[config.mk]
export PLATFORM = sky130hd
export DESIGN_NAME = regfile_pc
export DESIGN_NICKNAME = d
export VERILOG_FILES = /design/src/rtl/cpu_pkg.sv /design/src/rtl/rf_scoreboard.sv /design/src/rtl/regfile_pc.sv
export SDC_FILE = /design/constraint.sdc
export NUM_CORES = 1
export LEC_CHECK = 0
export CAP_MARGIN = 40
export CORE_MARGIN = 10
export CORE_UTILIZATION = 35
export CTS_BUF_LIST = sky130_fd_sc_hd__clkbuf_4 sky130_fd_sc_hd__clkbuf_8
export CTS_CLUSTER_SIZE = 40
export DETAILED_ROUTE_END_ITERATION = 12
export GPL_TIMING_DRIVEN = 0
export PLACE_DENSITY = 0.57
export SKIP_LAST_GASP = 1
export SYNTH_ARGS = -nofsm -noshare
export SYNTH_HDL_FRONTEND = slang
export SYNTH_HIERARCHICAL = 1
export SYNTH_SLANG_ARGS = --single-unit
export TNS_END_PERCENT = 10
[constraint.sdc]
create_clock -name clk -period 4.9 [get_ports clk]
set_clock_uncertainty 0.1 [all_clocks]
set_input_delay 0.98 -clock clk [delete_from_list [all_inputs] [get_ports clk]]
set_output_delay 0.98 -clock clk [all_outputs]
set_load 0.05 [all_outputs]
[src/rtl/cpu_pkg.sv]
// ---------------------------------------------------------------------------
// cpu_pkg
// Shared widths and helper types for the register file / PC slice.
//   REG_W    : data width of one architectural register
//   NREG     : number of architectural registers
//   RADDR_W  : register address width
//   SB_CNT_W : width of each per-register pending-write counter
// ---------------------------------------------------------------------------
package cpu_pkg;

    localparam int REG_W    = 16;
    localparam int NREG     = 8;
    localparam int RADDR_W  = 3;
    localparam int SB_CNT_W = 2;

    typedef logic [REG_W-1:0]    word_t;
    typedef logic [RADDR_W-1:0]  raddr_t;
    typedef logic [SB_CNT_W-1:0] sb_cnt_t;

    // Largest value a pending counter can hold before further issues overflow
    localparam sb_cnt_t SB_CNT_MAX = '1;

    // Upper byte from the incoming value, lower byte kept from the old value
    function automatic word_t merge_high(word_t new_val, word_t old_val);
        return {new_val[REG_W-1:REG_W/2], old_val[REG_W/2-1:0]};
    endfunction

endpackage

[src/rtl/rf_scoreboard.sv]
// ---------------------------------------------------------------------------
// rf_scoreboard
// Tracks how many writes are still in flight for each register.
//   clk, reset           : clock, synchronous active-high reset
//   issue_valid/addr     : decode issued an instruction that will write addr
//   retire_valid/addr    : writeback is writing addr this cycle
//   squash               : redirect; all pending counts drop to zero
//   rd_addr_a/b          : registers being looked up
//   rd_busy_a/b          : looked-up register still has a pending write
//   sb_error             : sticky flag, an issue overflowed a full counter
// ---------------------------------------------------------------------------
module rf_scoreboard
    import cpu_pkg::*;
(
    input  logic               clk,
    input  logic               reset,
    input  logic               issue_valid,
    input  logic [RADDR_W-1:0] issue_addr,
    input  logic               retire_valid,
    input  logic [RADDR_W-1:0] retire_addr,
    input  logic               squash,
    input  logic [RADDR_W-1:0] rd_addr_a,
    input  logic [RADDR_W-1:0] rd_addr_b,
    output logic               rd_busy_a,
    output logic               rd_busy_b,
    output logic               sb_error
);

    sb_cnt_t         cnt      [NREG];
    sb_cnt_t         cnt_next [NREG];
    logic [NREG-1:0] inc_vec;
    logic [NREG-1:0] dec_vec;
    logic            err_next;

    // One-hot decode of the issuing and retiring destinations
    always_comb begin
        inc_vec = '0;
        dec_vec = '0;
        for (int i = 0; i < NREG; i++) begin
            inc_vec[i] = issue_valid && (int'(issue_addr) == i);
            dec_vec[i] = retire_valid && (int'(retire_addr) == i);
        end
    end

    // Counter update: a squash wins over everything and also discards the
    // issue in the same cycle, so it can never raise the error flag.
    // An issue and a retire to the same register cancel out. Retiring an
    // idle register is tolerated (forced writes such as a call link).
    always_comb begin
        err_next = sb_error;
        for (int i = 0; i < NREG; i++) begin
            cnt_next[i] = cnt[i];
            if (squash) begin
                cnt_next[i] = '0;
            end else begin
                case ({inc_vec[i], dec_vec[i]})
                    2'b10: begin
                        if (cnt[i] == SB_CNT_MAX) begin
                            err_next = 1'b1;
                        end else begin
                            cnt_next[i] = cnt[i] + sb_cnt_t'(1);
                        end
                    end
                    2'b01: begin
                        if (cnt[i] != '0) begin
                            cnt_next[i] = cnt[i] - sb_cnt_t'(1);
                        end
                    end
                    default: ;
                endcase
            end
        end
    end

    // Counter and error state
    always_ff @(posedge clk) begin
        if (reset) begin
            for (int i = 0; i < NREG; i++) begin
                cnt[i] <= '0;
            end
            sb_error <= 1'b0;
        end else begin
            for (int i = 0; i < NREG; i++) begin
                cnt[i] <= cnt_next[i];
            end
            sb_error <= err_next;
        end
    end

    // A write retiring this cycle no longer counts as pending for readers
    assign rd_busy_a = cnt[rd_addr_a] > sb_cnt_t'(dec_vec[rd_addr_a]);
    assign rd_busy_b = cnt[rd_addr_b] > sb_cnt_t'(dec_vec[rd_addr_b]);

endmodule

[src/rtl/regfile_pc.sv]
// ---------------------------------------------------------------------------
// regfile_pc
// Eight-entry register file with write bypass, pending-write scoreboard and
// the fetch program counter.
//   clk, reset                 : clock, synchronous active-high reset
//   wb_rf_write_en/addr/data   : writeback register write
//   wb_only_high               : write upper byte only (mvhi)
//   wb_pc_enable, wb_pc        : writeback redirect of the PC
//   rd_addr_a/b, rd_data_a/b   : combinational read ports
//   rd_busy_a/b                : read register has a write in flight
//   issue_valid, issue_addr    : decode issued a writer of issue_addr
//   fetch_stall                : hold the PC
//   pc                         : current fetch address
//   flush                      : squash pulse, cycle after a redirect
//   sb_error                   : sticky scoreboard overflow
// ---------------------------------------------------------------------------
module regfile_pc
    import cpu_pkg::*;
#(
    parameter logic [REG_W-1:0] RESET_PC = 16'h0000,
    parameter logic [REG_W-1:0] PC_STEP  = 16'd2
) (
    input  logic               clk,
    input  logic               reset,
    input  logic               wb_rf_write_en,
    input  logic               wb_only_high,
    input  logic [RADDR_W-1:0] wb_rf_addr,
    input  logic [REG_W-1:0]   wb_rf_data,
    input  logic               wb_pc_enable,
    input  logic [REG_W-1:0]   wb_pc,
    input  logic [RADDR_W-1:0] rd_addr_a,
    input  logic [RADDR_W-1:0] rd_addr_b,
    output logic [REG_W-1:0]   rd_data_a,
    output logic [REG_W-1:0]   rd_data_b,
    output logic               rd_busy_a,
    output logic               rd_busy_b,
    input  logic               issue_valid,
    input  logic [RADDR_W-1:0] issue_addr,
    input  logic               fetch_stall,
    output logic [REG_W-1:0]   pc,
    output logic               flush,
    output logic               sb_error
);

    word_t regs [NREG];
    word_t wb_value;

    // Value the destination register will hold after this cycle's write;
    // shared by the register update and the read bypass.
    assign wb_value = wb_only_high ? merge_high(wb_rf_data, regs[wb_rf_addr])
                                   : wb_rf_data;

    // Register array; writes still happen on redirect cycles (call link)
    always_ff @(posedge clk) begin
        if (reset) begin
            for (int i = 0; i < NREG; i++) begin
                regs[i] <= '0;
            end
        end else if (wb_rf_write_en) begin
            regs[wb_rf_addr] <= wb_value;
        end
    end

    assign rd_data_a = (wb_rf_write_en && (wb_rf_addr == rd_addr_a)) ? wb_value : regs[rd_addr_a];
    assign rd_data_b = (wb_rf_write_en && (wb_rf_addr == rd_addr_b)) ? wb_value : regs[rd_addr_b];

    // PC: redirect beats stall, sequential fetch wraps at 2^16
    always_ff @(posedge clk) begin
        if (reset) begin
            pc    <= RESET_PC;
            flush <= 1'b0;
        end else begin
            flush <= wb_pc_enable;
            if (wb_pc_enable) begin
                pc <= wb_pc;
            end else if (!fetch_stall) begin
                pc <= pc + PC_STEP;
            end
        end
    end

    rf_scoreboard u_scoreboard (
        .clk          (clk),
        .reset        (reset),
        .issue_valid  (issue_valid),
        .issue_addr   (issue_addr),
        .retire_valid (wb_rf_write_en),
        .retire_addr  (wb_rf_addr),
        .squash       (wb_pc_enable),
        .rd_addr_a    (rd_addr_a),
        .rd_addr_b    (rd_addr_b),
        .rd_busy_a    (rd_busy_a),
        .rd_busy_b    (rd_busy_b),
        .sb_error     (sb_error)
    );

endmodule

## Yosys cells after proc, flatten, opt, wreduce, memory -nomap -nowiden

Memories as Yosys holds them, arrays and structs flattened.
Index checks and enable logic that the tools add are counted.

| storage, ports and cells | value |
|---|---|
| register bits after elaboration | 18 |
| bits in writable memories | 144 |
| bits of input ports | 51 |
| memories | 2 |

| operators by class | value |
|---|---|
| reductions and logical operators | 29 |
| order comparisons | 4 |
| equal/unequal tests | 41 |
| muxes and demuxes | 82 |
| $add $sub $neg | 17 |
| bitwise operators | 8 |

Memory list:

| name | words | bits a word | read ports | clocked after memory_dff | wr ports | line | source |
|---|---|---|---|---|---|---|---|
| regs | 8 | 16 | 3 | 0 | 8 | regfile_pc.sv:45 | `word_t regs [NREG];` |
| u_scoreboard.cnt | 8 | 2 | 10 | 0 | 8 | rf_scoreboard.sv:29 | `sb_cnt_t cnt [NREG];` |

Operators with widths:

| kind | count |
|---|---|
| two-way mux 16 bit | 5 |
| two-way mux 2 bit | 32 |
| two-way mux 1 bit | 33 |
| equality test 2 bit (second input constant) | 16 |
| one-hot mux 2 bit (2 select lines) | 8 |
| equality test 3 bit (second input constant) | 8 |
| logical AND 1 bit | 18 |
| adder 16 x 2 -> 16 bit (second input constant) | 1 |
| adder 2 x 1 -> 2 bit (second input constant) | 8 |
| equality test 2 x 1 -> 1 bit (second input constant) | 8 |
| nonzero test 2 bit | 8 |
| OR reduction 16 bit | 1 |
| subtractor 2 x 1 -> 2 bit (second input constant) | 8 |
| equality test 3 x 2 -> 1 bit (second input constant) | 4 |
| < comparator 3 x 4 -> 1 bit (second input constant) | 2 |
| two-way mux 8 bit | 1 |
| bitwise OR 1 bit | 8 |
| binary-select mux 1 bit (select 3 bit) | 2 |
| equality test 3 x 1 -> 1 bit (second input constant) | 2 |
| equality test 3 bit | 2 |
| logical NOT 3 bit | 2 |
| greater-than comparator 2 x 1 -> 1 bit | 2 |
| two-way mux 3 bit | 1 |
| inequality test 2 bit (second input constant) | 1 |

## Logic depth before layout (Yosys ltp)

Gate-level depths: netlist (run 1).

| depth | value |
|---|---|
| depth after elaboration | 26 |
| mapped depth | 9 |
| mapped depth without buffers | 8 |

## Hierarchy

Netlist (run 1), hierarchy kept.

Modules (own cells, without submodules):

| module | instances | cells each | seq. area each (sq um) | area an instance (sq um) |
|---|---|---|---|---|
| regfile_pc | 1 | 677 | 4,184.0 | 8,624.5 |
| rf_scoreboard | 1 | 186 | 340.3 | 1,582.8 |

## Worst setup path before layout (run 1)

No wires, ideal clock.

| timing path | value |
|---|---|
| path type | input-to-output |
| start point | in wb_rf_addr[1] |
| end point | out rd_data_b[5] |
| data arrival time | 3.177 ns |
| stages on the path | 7 |
| path slack | 0.643 ns |
| path buffers | 4 |
| path through | buf_2 buf_6 buf_2 xnor2_1 nand4_1 buf_2 o31ai_1 |

| between the ends | value |
|---|---|
| cells in the longest elaborated chain, start to end | 3 |
| elaborated cells on any way between the ends | 5 |
| those cells by class | 1 x eq/ne; 2 x mux; 1 x reduce/logical; 1 x memory |

Ends and longest elaborated chain:

| what | line | source |
|---|---|---|
| start, declared | regfile_pc.sv:27 | `input logic [RADDR_W-1:0] wb_rf_addr,` |
| memory (8 x 16 bit) / equality test 3 bit (equally long branches) | n/a |  |
| two-way mux 8 bit / logical AND 1 bit (equally long branches) | regfile_pc.sv:50, regfile_pc.sv:65 |  |
| two-way mux 16 bit * | regfile_pc.sv:65 | `assign rd_data_b = (wb_rf_write_en && (wb_rf_addr == rd_addr_b)) ? wb_value : regs[rd_addr_b];` |
| end, declared | regfile_pc.sv:34 | `output logic [REG_W-1:0] rd_data_b,` |

Every way passes the cells marked *; elsewhere a longest branch is shown, timed or not.

## Worst setup path after layout (run 1)

| timing path | value |
|---|---|
| start point | in rd_addr_b[1] |
| end point | out rd_data_b[4] |

| between the ends | value |
|---|---|
| cells in the longest elaborated chain, start to end | 3 |
| elaborated cells on any way between the ends | 4 |
| those cells by class | 1 x eq/ne; 1 x mux; 1 x reduce/logical; 1 x memory |

Ends and longest elaborated chain:

| what | line | source |
|---|---|---|
| start, declared | regfile_pc.sv:32 | `input logic [RADDR_W-1:0] rd_addr_b,` |
| parallel branches: the longest is 2 deep, another holds memory (8 x 16 bit) | n/a |  |
| two-way mux 16 bit * | regfile_pc.sv:65 |  |

Every way passes the cells marked *.

==> results, run 1 <==
- The flow ran to the end, but the final reports show violations.
- The final reports fail on negative setup slack.
- Summed over all layers, the routed wires come to around 33 mm.
- The repair_antennas step left the layout with diodes totalling 0.
- The fraction of layout instances using a drive strength above 1 is approximately a fifth.
- After layout, the worst path uses 104.6% of the clock period.
- The number of placement rows is 62.
- In this run the worst path has a maximum fanout of 9.
- The critical path arrival is 4.04 ns.
- Among all stages on the critical path, the largest delay is contributed by clkdlybuf4s50_1.
- The final critical delay including setup and external delays is just over 5 ns.
- The area added between synthesis and finish is 20.61%.
- Headroom to the max-slew limit came out at approximately 46%.
- The total number of yosys warnings is 6.
- The number of hold buffers added after CTS was 0.
- The clock sink count is between 150 and 200.
- The critical path crosses 9 cells after its start point.
- The via count of the first global-routing pass is about 8000.
- The number of filler instances in the final layout is 2743.
- For this design the top-level I/O count stands at 103.
- The total DRC errors in the routed layout is 0.
- The worst setup path is launched from an input port.
- The cell-internal power is between 2000 and 2500 uW.
- The worst ir drop on vdd is around 140 uV.
- The count of input and output buffers is 98.
- Data on the critical path is required at its endpoint by about 3.8 ns.
- The power dissipated by switching net loads is approximately 1200 uW.
- Among all flip-flop cells after synthesis, the most frequent one is edfxtp_1.
- After detailed routing, the average wire length per cell comes to about 24 um.
- At the end of routability-driven placement, the weighted congestion stood at about 0.85.
- Sequential cells were found to cover 44.32% of the synthesized design area.
- The number of distinct library cell variants in the gate-level netlist after synthesis is 64.
- Yosys mapped a number of flops with a built-in enable equal to between 100 and 150.
- The tool flagged a number of max-cap violations equal to 0.
- The final global-route overflow total is 0.
- After the first detailed-routing iteration, the DRC count stood at between 600 and 700.
- Setup repair after global routing could not meet its margin everywhere.
- The switching share of total power is between 30% and 40%.
- The wire-length estimate of the detail-placed layout is between 20 and 25 mm.
- The cell depth of the worst hold path is 2.
- The initial antenna violation count is 0.
- The horizontal die dimension is between 150 and 200 um.
- The total count of max-transition violations in the final report is 0.
- After detailed placement, the design holds a cell count of roughly 1400.
- The clock group share of total power is 30.2%.
- Buffers inserted during clock tree synthesis total 17.
- Counting both buffers and inverters, the worst setup path holds a total of 5.
- The die is 190.8 um tall.
- Dividing total power by cell area gives a power density of 282.8 mW/mm^2.
- The mapped netlist covers 0.01021 mm^2.
- The starting utilization of the core area is roughly 36%.
- Leaving out filler cells and counting taps, the final layout contains ~1400.
- Synthesis produced 863 cells.
- The number of optimization iterations in the first detailed-route pass is 5.
- The total routing usage reported by global routing is between 10% and 20%.
- The placement-stage cell area is about 0.012 mm^2.
- The share of the synthesized area in the top cell type is 37.66%.
- The final layout contains 1053 nets.
- When the netlist entered floorplanning its net count stood at a little over 900.
- For this run, asynchronously set or reset flops after synthesis account for 0%.
- The longest clock path from root to sink contains 2 buffers.
- Walking the worst path, the cells encountered are clkdlybuf4s50_1 > clkbuf_1 > clkbuf_1 > buf_6 > mux4_2 > mux2_2 > nand2_1 > o31ai_1 > clkdlybuf4s50_1.
- After synthesis, the cell types taking the most area are edfxtp_1 (38%), mux4_2 (17%), dfxtp_1 (6.7%).
- The final setup violation count is 11.
- The final instance area is 0.01231 mm^2.
- Across all layers, the routed design uses just under 8000 vias.
- On the worst path, the slowest cell contributes a delay of 0.73 ns.
- The average size of a mapped cell is approximately 12 um^2.
- The critical path is of the input port to output pin type.
- Overall power consumption after layout is estimated at ~3500 uW.
- The largest area contributor in the synthesized netlist is edfxtp_1.
- Measured in cells, the most critical reg-to-reg path has a length of 4.
- The count of final hold-check violations is 0.
- Summed over all cells, the static leakage comes to 0.004599 uW.
- The number of vias per cell is 5.666.
- The number of nets with antenna violations after detailed routing is 0.
- Among cell families on the critical path, the largest total delay comes from buffers and inverters.
- The path class of the tightest hold or removal check is register to register.
- The die covers 0.03640 mm^2.
- In this run the number of H-tree levels came out at 4.
- TritonCTS built the clock tree.
- For the pin with the worst max-slew slack, the measured transition is about 0.8 ns.
- After routing, the total negative slack on setup checks comes to -0.9728 ns.
- The register share of total power is 45.9%.
- The buffer cell driving the clock tree root is clkbuf_8.
- The core region is approximately 0.029 mm^2.
- The final design utilization is between 40% and 50%.
- Setup slack on the critical path of the routed design comes to -0.2245 ns.
- The synthesized design contains about 160 register bits.
- After clock tree synthesis, the clock-pin slew on the worst setup and hold paths is 0.10 ns.
- Combinational cells account for between 20% and 30% of the total power.
- The worst setup path is captured at an output pin.
- Entering global routing, the biggest net connects 21 pins.
- The wire length of the first global-routing pass is 49.67 mm.
- The clock insertion delay at the later pin of the skew report is between 0.4 and 0.5 ns.
- The timing-limited maximum frequency is a little under 200 MHz.
metal layers:
metal | share of wire (%) | global-route usage (%)
met1 | 43 | 24.35
met2 | 47 | 29.22
met3 | 7.6 | 3.603
met4 | 1.5 | 4.422
met5 | 0 | 0
power groups by stage:
stage	combinational, uW	sequential [uW]	clock, uW
2_1_floorplan	512	1650	0
3_3_place_gp	829	1630	0
3_5_place_dp	851	1630	0
4_1_cts	834	1600	1080
5_1_grt	879	1610	1120
6_report	830	1600	1050
tightest hold or removal path, cell delays in order (launching register included):
cell and delay [ns]:
dfxtp_1 0.34, mux2i_1 0.07, nor2_1 0.08
metrics by stage:
step / hold slack, ns / setup WS, ns
global placement: 0.3751 / -0.7381
global route: 0.4604 / -0.3386
finish: 0.4152 / -0.2245
CTS: 0.4255 / -0.2525
detailed placement: 0.3956 / -0.7516
floorplan: 0.3745 / 0.6429
layout by cell type (no fill, tap or decap), types with 9 or more instances in the layout:
| cell | count |
|---|---|
| edfxtp_1 | 128 |
| nand2b_1 | 18 |
| buf_2 | 17 |
| nand3_1 | 14 |
| ha_1 | 9 |
| clkdlybuf4s50_1 | 68 |
| nor2_1 | 88 |
| clkbuf_1 | 29 |
| dfxtp_1 | 34 |
| nor3_1 | 39 |
| and3_1 | 67 |
| a211oi_1 | 9 |
| o21ai_0 | 19 |
| mux4_2 | 76 |
| a21oi_1 | 35 |
| buf_6 | 11 |
| o31ai_1 | 10 |
| inv_1 | 15 |
| mux2i_1 | 37 |
| mux2_2 | 18 |
| nand2_1 | 46 |
| clkbuf_8 | 17 |
| dlygate4sd2_1 | 17 |
| xnor2_1 | 14 |
flip-flops by register name (all words and copies together) (netlist names):
signal and count:
regs 128, u_scoreboard/cnt 16, pc 16, u_scoreboard/sb_error 1, flush 1
final cells by class:
type | count | area (um^2) | share of cell area (%)
flip-flops and latches | 162 | 4524 | 36.75
clock inverters | 15 | 195.2 | 1.586
clock buffers | 17 | 234.0 | 1.901
well taps | 384 | 480.5 | 3.903
plain buffers | 67 | 371.6 | 3.019
multi-input cells | 618 | 5270 | 42.81
inverters | 16 | 60.06 | 0.4879
repair buffers | 111 | 1175 | 9.544
final timing paths:
check	startpoint	to	slack [ns]
worst max-delay path	rd_addr_b[1]	rd_data_b[4]	-0.22
worst min-delay path	pc[0]	pc[0]	0.42
worst max register to register	regs[2][3]	regs[2][3]	2.80
worst min register to register	pc[0]	pc[0]	0.42
synthesized netlist by cell type (4+ instances only):
cell type,count
nand4b_1,6
inv_1,15
nand4_1,7
buf_2,21
buf_6,8
xnor2_1,14
nand2_2,4
a21oi_1,35
o31ai_1,10
nand3_1,14
mux4_2,76
mux2_2,18
a311oi_1,6
nand2_1,46
dfxtp_1,34
edfxtp_1,128
nor2_1,88
o211ai_1,5
xor2_1,8
o21ai_0,19
nor2b_1,4
clkbuf_1,36
and3_1,67
nand3b_1,8
or3_1,4
and3b_1,6
nand2b_1,18
nor3_1,39
a31oi_1,4
o21ai_1,7
mux2i_1,37
ha_1,9
a211oi_1,9
repair_timing:
item                                   CTS  global route
setup buffers                            0             2
endpoints found under the hold margin    0             0
setup endpoints to repair               32            33
gates resized for setup                 60             8
cells by family after synthesis:
family | Yosys count | share of synthesized area, %
AND/OR/NAND/NOR | 334 | 17.60
XOR/XNOR | 22 | 1.888
multiplexers | 134 | 22.82
AO/OA/AOI/OAI | 119 | 8.213
adder cells (fa/ha/maj) | 9 | 1.103
flip-flops | 162 | 44.32
buffers and inverters | 83 | 4.045
No activity file was read; power rests on OpenSTA's default activity.
==> run 2, diff against run 1 <==
--- a/config.mk
+++ b/config.mk
@@ -6,6 +6,7 @@
 export NUM_CORES = 1
 export LEC_CHECK = 0
 export CAP_MARGIN = 40
+export CORE_ASPECT_RATIO = 1.75
 export CORE_MARGIN = 10
 export CORE_UTILIZATION = 35
 export CTS_BUF_LIST = sky130_fd_sc_hd__clkbuf_4 sky130_fd_sc_hd__clkbuf_8
==> results, run 2 (same netlist as run 1, synthesis figures left out) <==
- The run finished, with violations left.
- The final reports fail on negative setup slack.
- The nature of the critical path startpoint is an input port.
- In this run the clock root is driven by a clkbuf_8.
- Combinational logic is responsible for between 20 and 25% of the overall power.
- Traced cell by cell, the critical path runs through clkdlybuf4s50_1 > buf_2 > buf_4 > xnor2_1 > nand4_1 > clkbuf_4 > o21ai_1 > clkdlybuf4s15_1.
- The register with the most flip-flops in the layout has between 100 and 150 of them.
- The measured slew at the worst slew-check pin is roughly 0.93 ns.
- The initial antenna violation count is 1.
- The cell-internal power is 2472 uW.
- Derived from the worst setup path, the maximum achievable clock frequency is a little over 200 MHz.
- The final-layout worst hold slack is roughly 0.42 ns.
- In the layout the commonest cells are edfxtp_1 (128), nor2_1 (88), mux4_2 (76).
- The first-iteration detailed-routing DRC count is ~520.
- slightly above 100 I/O pins were placed.
- On the worst path, the slowest cell contributes a delay of 0.70 ns.
- The worst min-delay path category is register to register.
- The count of hold-fix buffers inserted at cts is 0.
- The ratio of final minimum period to clock period is 100.8%.
- The final global-route overflow total is 0.
- Once detail routing completed, the nets flagged for antenna violations numbered 0.
- The power dissipated by switching net loads is 1104 uW.
- The CTS tree is yes.
- The wire length of the first global-routing pass is between 50 and 60 mm.
- The total count of max-transition violations in the final report came to 0.
- The number of filler instances in the final layout is approximately 2800.
- The worst ir drop on vdd is between 200 and 250 uV.
- The clock insertion delay at the later pin of the skew report is roughly 0.49 ns.
- The worst setup path is of the input port to output pin kind.
- On the critical path, the stage with the largest delay is an instance of clkdlybuf4s50_1.
- The final layout contains around 1100 nets.
- The final critical delay including setup and external delays is about 4.9 ns.
- Setup repair after global routing could not meet its margin everywhere.
- The count of final hold-check violations is 0.
- The peak fanout along the critical path is 10.
- Buffers placed on the I/O ports in this run total ~100.
- The sum of negative setup slack is -0.09024 ns.
- Counting the buffers created by CTS gives 17.
- After detailed routing, the average wire length per cell comes to approximately 25 um.
- The setup slack at placement is -0.8754 ns.
- After clock tree synthesis, the clock-pin slew on the worst setup and hold paths is roughly 0.08 ns.
- The power density over the cells is between 200 and 300 mW/mm^2.
- The first TritonRoute pass finished after 7 iterations.
- Leaving out fill and tap cells, the most frequent cell in the layout is edfxtp_1.
- The die extent in y is roughly 250 um.
- In this run the core area contains just over 80 standard-cell rows.
- Setup violations remaining at the end of the flow were counted as 5.
- Headroom to the max-slew limit came out at a little under two fifths.
- In this run the static leakage power is roughly 0.0046 uW.
- The core region is 0.02873 mm^2.
- Of the total power, registers draw about 45%.
- For this configuration, the core starts out at a cell density of about 36%.
- The clock sink count is 162.
- At the end of routability-driven placement, the weighted congestion stood at roughly 0.85.
- Summed over all nets, the half-perimeter wirelength after detailed placement is about 25 mm.
- Setup slack on the critical path of the routed design comes to -0.04020 ns.
- The H-tree depth is 4.
- The routed design has approximately 35 mm of wire.
- The floorplan step defined a die boundary enclosing 0.03666 mm^2.
- The data required time of the worst path is 3.82 ns.
- The critical path arrival is about 3.9 ns.
- The fraction of layout instances using a drive strength above 1 is between 20% and 30%.
- The largest registers in the layout are regs (128), pc (16), u_scoreboard/cnt (16).
- The switching share of total power is a little over 30%.
- After detailed routing, the number of vias per cell comes to slightly below 6.
- The total DRC errors in the routed layout is 0.
- The number of vias in the routed layout is around 8000.
- The pin count of the biggest net entering global routing is 17.
- The die is 149.1 um wide.
- STA classifies the critical path endpoint as an output pin.
- The total routing usage reported by global routing is a little under a fifth.
- The count of max-cap constraint violations is 0.
- The largest register by flop count is regs.
- The via count of the first global-routing pass is between 8000 and 9000.
- The maximum clock path buffer count is 2.
- Compared with the post-synthesis result, the final layout area differs by 20.14%.
- The clock group share of total power is about a third.
## run 2: worst max-delay path: cells and delay by family
family	cells	cell delay [ns]
XOR/XNOR	1	0.15
AND/OR/NAND/NOR	1	0.31
AO/OA/AOI/OAI	1	0.21
buffers and inverters	5	2.21
## run 2: what timing repair did
item                       4_1_cts  5_1_grt
setup endpoints to repair       32       32
pin swaps                        1        0
buffers inserted                 2        0
resized for setup               79       14
## run 2: final timing paths
path                     start           end  slack (ns)  cells after the start
hold reg to reg          pc[0]         pc[0]        0.42                      2
setup / recovery  rd_addr_a[0]  rd_data_a[2]       -0.04                      8
hold / removal           pc[0]         pc[0]        0.42                      2
setup reg to reg    regs[6][3]    regs[6][3]        2.81                      4
## run 2: power groups by stage
stage | Combinational [uW] | Sequential (uW) | Clock [uW]
2_1_floorplan | 512 | 1650 | 0
3_3_place_gp | 839 | 1630 | 0
3_5_place_dp | 857 | 1630 | 0
4_1_cts | 839 | 1600 | 1150
5_1_grt | 875 | 1610 | 1210
6_report | 831 | 1600 | 1140
## run 2: layer usage
metal | vias up | GRT usage (%) | share of wire, %
met2 | 284 | 36.06 | 56
met4 | 0 | 7.503 | 3.2
met5 | - | 0 | 0
met1 | 4037 | 19.35 | 35
li1 | 3601 | - | -
met3 | 65 | 3.187 | 5.2
## run 2: stage by stage
stage / utilization, % / cell area [um^2] / std cells / total power [uW]
after floorplan: - / 10210 / 863 / 2158
after global placement: 40.59 / 11660 / 1339 / 2467
after detailed placement: 41.16 / 11820 / 1350 / 2488
after CTS: 42.78 / 12290 / 1384 / 3589
after global routing: 42.69 / 12260 / 1385 / 3693
final: 42.69 / 12260 / 1385 / 3576
## run 2: final cells by class
class                   instances  area (um^2)  area share (%)
inverters                      16        60.06          0.4897
diodes                          1        2.502         0.02041
clock buffers                  18        241.5           1.969
repair buffers                111         1096           8.938
well taps                     378        473.0           3.857
flip-flops and latches        162         4524           36.89
plain buffers                  67        376.6           3.071
clock inverters                14        214.0           1.745
multi-input cells             618         5275           43.02
==> run 3, diff against run 2 <==
--- a/config.mk
+++ b/config.mk
@@ -12,8 +12,9 @@
 export CTS_BUF_LIST = sky130_fd_sc_hd__clkbuf_4 sky130_fd_sc_hd__clkbuf_8
 export CTS_CLUSTER_SIZE = 40
 export DETAILED_ROUTE_END_ITERATION = 12
+export DONT_BUFFER_PORTS = 1
 export GPL_TIMING_DRIVEN = 0
-export PLACE_DENSITY = 0.57
+export PLACE_DENSITY = 0.53
 export SKIP_LAST_GASP = 1
 export SYNTH_ARGS = -nofsm -noshare
 export SYNTH_HDL_FRONTEND = slang
==> results, run 3 (same netlist as run 1, synthesis figures left out) <==
- The flow ran to the end, and the final reports show no timing, DRC or antenna violations.
- The total clock buffers created by CTS is 17.
- The maximum clock path buffer count is 2.
- The placement-stage cell area is ~0.011 mm^2.
- The number of vias per cell is ~6.
- The clock insertion delay at the later pin of the skew report is ~0.5 ns.
- The register with the most flip-flops in the layout has 128 of them.
- The worst max-slew margin expressed relative to the limit is about 44%.
- The first global-routing pass estimated approximately 51 mm of wire.
- The critical path arrival is roughly 3.2 ns.
- The final design utilization is 40.10%.
- The nature of the critical path startpoint is an input port.
- Detailed routing inserted a total of roughly 7700 vias.
- The minimum setup slack among reg-to-reg paths is ~2.7 ns.
- The via count of the first global-routing pass is approximately 8300.
- The horizontal die dimension is 149.1 um.
- Clock-pin slew was measured on the worst setup and hold paths at around 0.090 ns.
- The die covers around 0.037 mm^2.
- At the pin with the least slew margin, the transition time is about 0.84 ns.
- The standard cell core area is 0.02873 mm^2.
- Along the worst path, the maximum fanout reaches 10.
- The multi-input logic area is about 0.0053 mm^2.
- The total count of max-transition violations in the final report is 0.
- Tracing the worst setup path back leads to its startpoint at rd_addr_b[0].
- Clock tree synthesis found a total of approximately 160 sinks.
- For this design, the CTS-stage hold fixing added 0 buffers.
- The fraction of layout instances using a drive strength above 1 is between 20% and 30%.
- In the final layout, flip-flops and latches occupy about 0.0045 mm^2.
- Leaving out fill and tap cells, the most frequent cell in the layout is edfxtp_1.
- The starting utilization of the core area is between 30% and 40%.
- The filler cells instantiated in the layout total about 2900.
- TritonCTS built the clock tree.
- The startpoint of the lowest-slack register-to-register path is pc[3].
- Setup repair after global routing left no endpoint under its margin.
- The pin count of the biggest net entering global routing is 17.
- The initial antenna violation count came to 0.
- The routed wire length per instance is between 20 and 30 um.
- Global routing used a little under a fifth of the available tracks across all layers.
- The data required time of the worst path is 3.82 ns.
- The largest register by flop count is regs.
- The number of setup buffers added after CTS is 0.
- After detailed routing, the number of remaining DRC violations is 0.
- In this run, placement finished with an instance count of 1286.
- In this run, the number of DRC markers left after iteration 0 of detailed routing was approximately 460.
- The power density over the cells is around 290 mW/mm^2.
- For this run, the number of standard cells in the final layout without fillers is ~1300.
- The H-tree was split into 4 levels.
- Setup total negative slack on the finished layout was measured at 0 ns.
- The total overflow left after global routing is 0.
- In the finished design, the share of the clock period the worst path needs comes to approximately 88%.
- The critical path in this run is classified as input port to output pin.
- The final setup violation count is 0.
- In the final design database the tool counted between 900 and 1000 nets.
- The routability-driven placement congestion ratio is 0.8258.
- The total wire length is roughly 34 mm.
- Based on the critical path, the design can be clocked at up to 232.6 MHz.
- For this design the static power due to leakage is around 0.0043 uW.
- The floorplan has between 80 and 90 rows.
- The count of final hold-check violations came to 0.
- Port buffering added 0 buffers.
- From bottom edge to top edge, the die measures between 200 and 250 um.
- The largest registers in the layout are regs (128), pc (16), u_scoreboard/cnt (16).
- The antenna diode instance count is 0.
- The count of max-cap constraint violations is 0.
- Pin placement for this block handled roughly 100 I/O pins.
- In the layout the commonest cells are edfxtp_1 (128), nor2_1 (88), mux4_2 (76).
- The worst min-delay path category is register to register.
- Clock tree synthesis selected as its root buffer the cell clkbuf_8.
- The number of gates resized after CTS was 0.
- Detailed placement finished with a half-perimeter wire length of 25.40 mm.
- The capturing element type of the critical path is an output pin.
- The first detailed-routing pass ran for 4 iterations.
- The worst ir drop on vdd is 212.2 uV.
- Relative to the synthesized area, the layout overhead comes to 12.87%.
- After routing the design area is approximately 0.012 mm^2.
- In this run the most critical hold path is launched from u_scoreboard/cnt[3][1].
- The final critical delay including setup and external delays is 4.300 ns.
- The number of nets with antenna violations after detailed routing is 0.
==> run 3: report_power, final <==
group / total [uW] / switching, uW / internal, uW
registers: 1640 / 85.8 / 1550
logic: 736 / 456 / 280
clock network: 969 / 565 / 404
==> run 3: critical path: stages <==
cell and delay, ns:
buf_2 0.22, buf_2 0.43, xnor2_1 0.13, nand4_1 0.36, clkbuf_1 0.56, nand2_1 0.15, o31ai_2 0.12, buf_4 0.26
==> run 3: cell type report <==
| type | count | share of cell area [%] |
|---|---|---|
| repair buffers | 45 | 3.768 |
| flip-flops and latches | 162 | 39.27 |
| clock buffers | 17 | 2.031 |
| inverters | 16 | 0.5213 |
| well taps | 378 | 4.105 |
| plain buffers | 67 | 3.063 |
| multi-input cells | 618 | 46.09 |
| clock inverters | 15 | 1.151 |
==> run 3: routing by layer <==
metal,wire [um],global-route usage (%),share of wire (%)
met2,18890,35.00,55
met5,0,0,0
met4,1462,9.067,4.3
met3,1553,3.519,4.5
met1,12290,19.22,36
==> run 3: metrics by stage <==
| step | hold WS (ns) | total power, uW | worst slack (ns) |
|---|---|---|---|
| final | 0.4443 | 3341 | 0.6000 |
| after global routing | 0.4769 | 3457 | 0.3902 |
| after CTS | 0.4314 | 3363 | 0.5482 |
| after detailed placement | 0.4178 | 2409 | 0.5579 |
| after global placement | 0.4142 | 2317 | -0.1708 |
| after floorplan | 0.3745 | 2158 | 0.6429 |
==> run 3: path summary, 6_finish.rpt <==
| check | to | cells past startpoint |
|---|---|---|
| worst min register to register | u_scoreboard/cnt[3][1] | 2 |
| worst max register to register | pc[15] | 4 |
| worst max-delay path | rd_data_b[5] | 8 |
| worst min-delay path | u_scoreboard/cnt[3][1] | 2 |
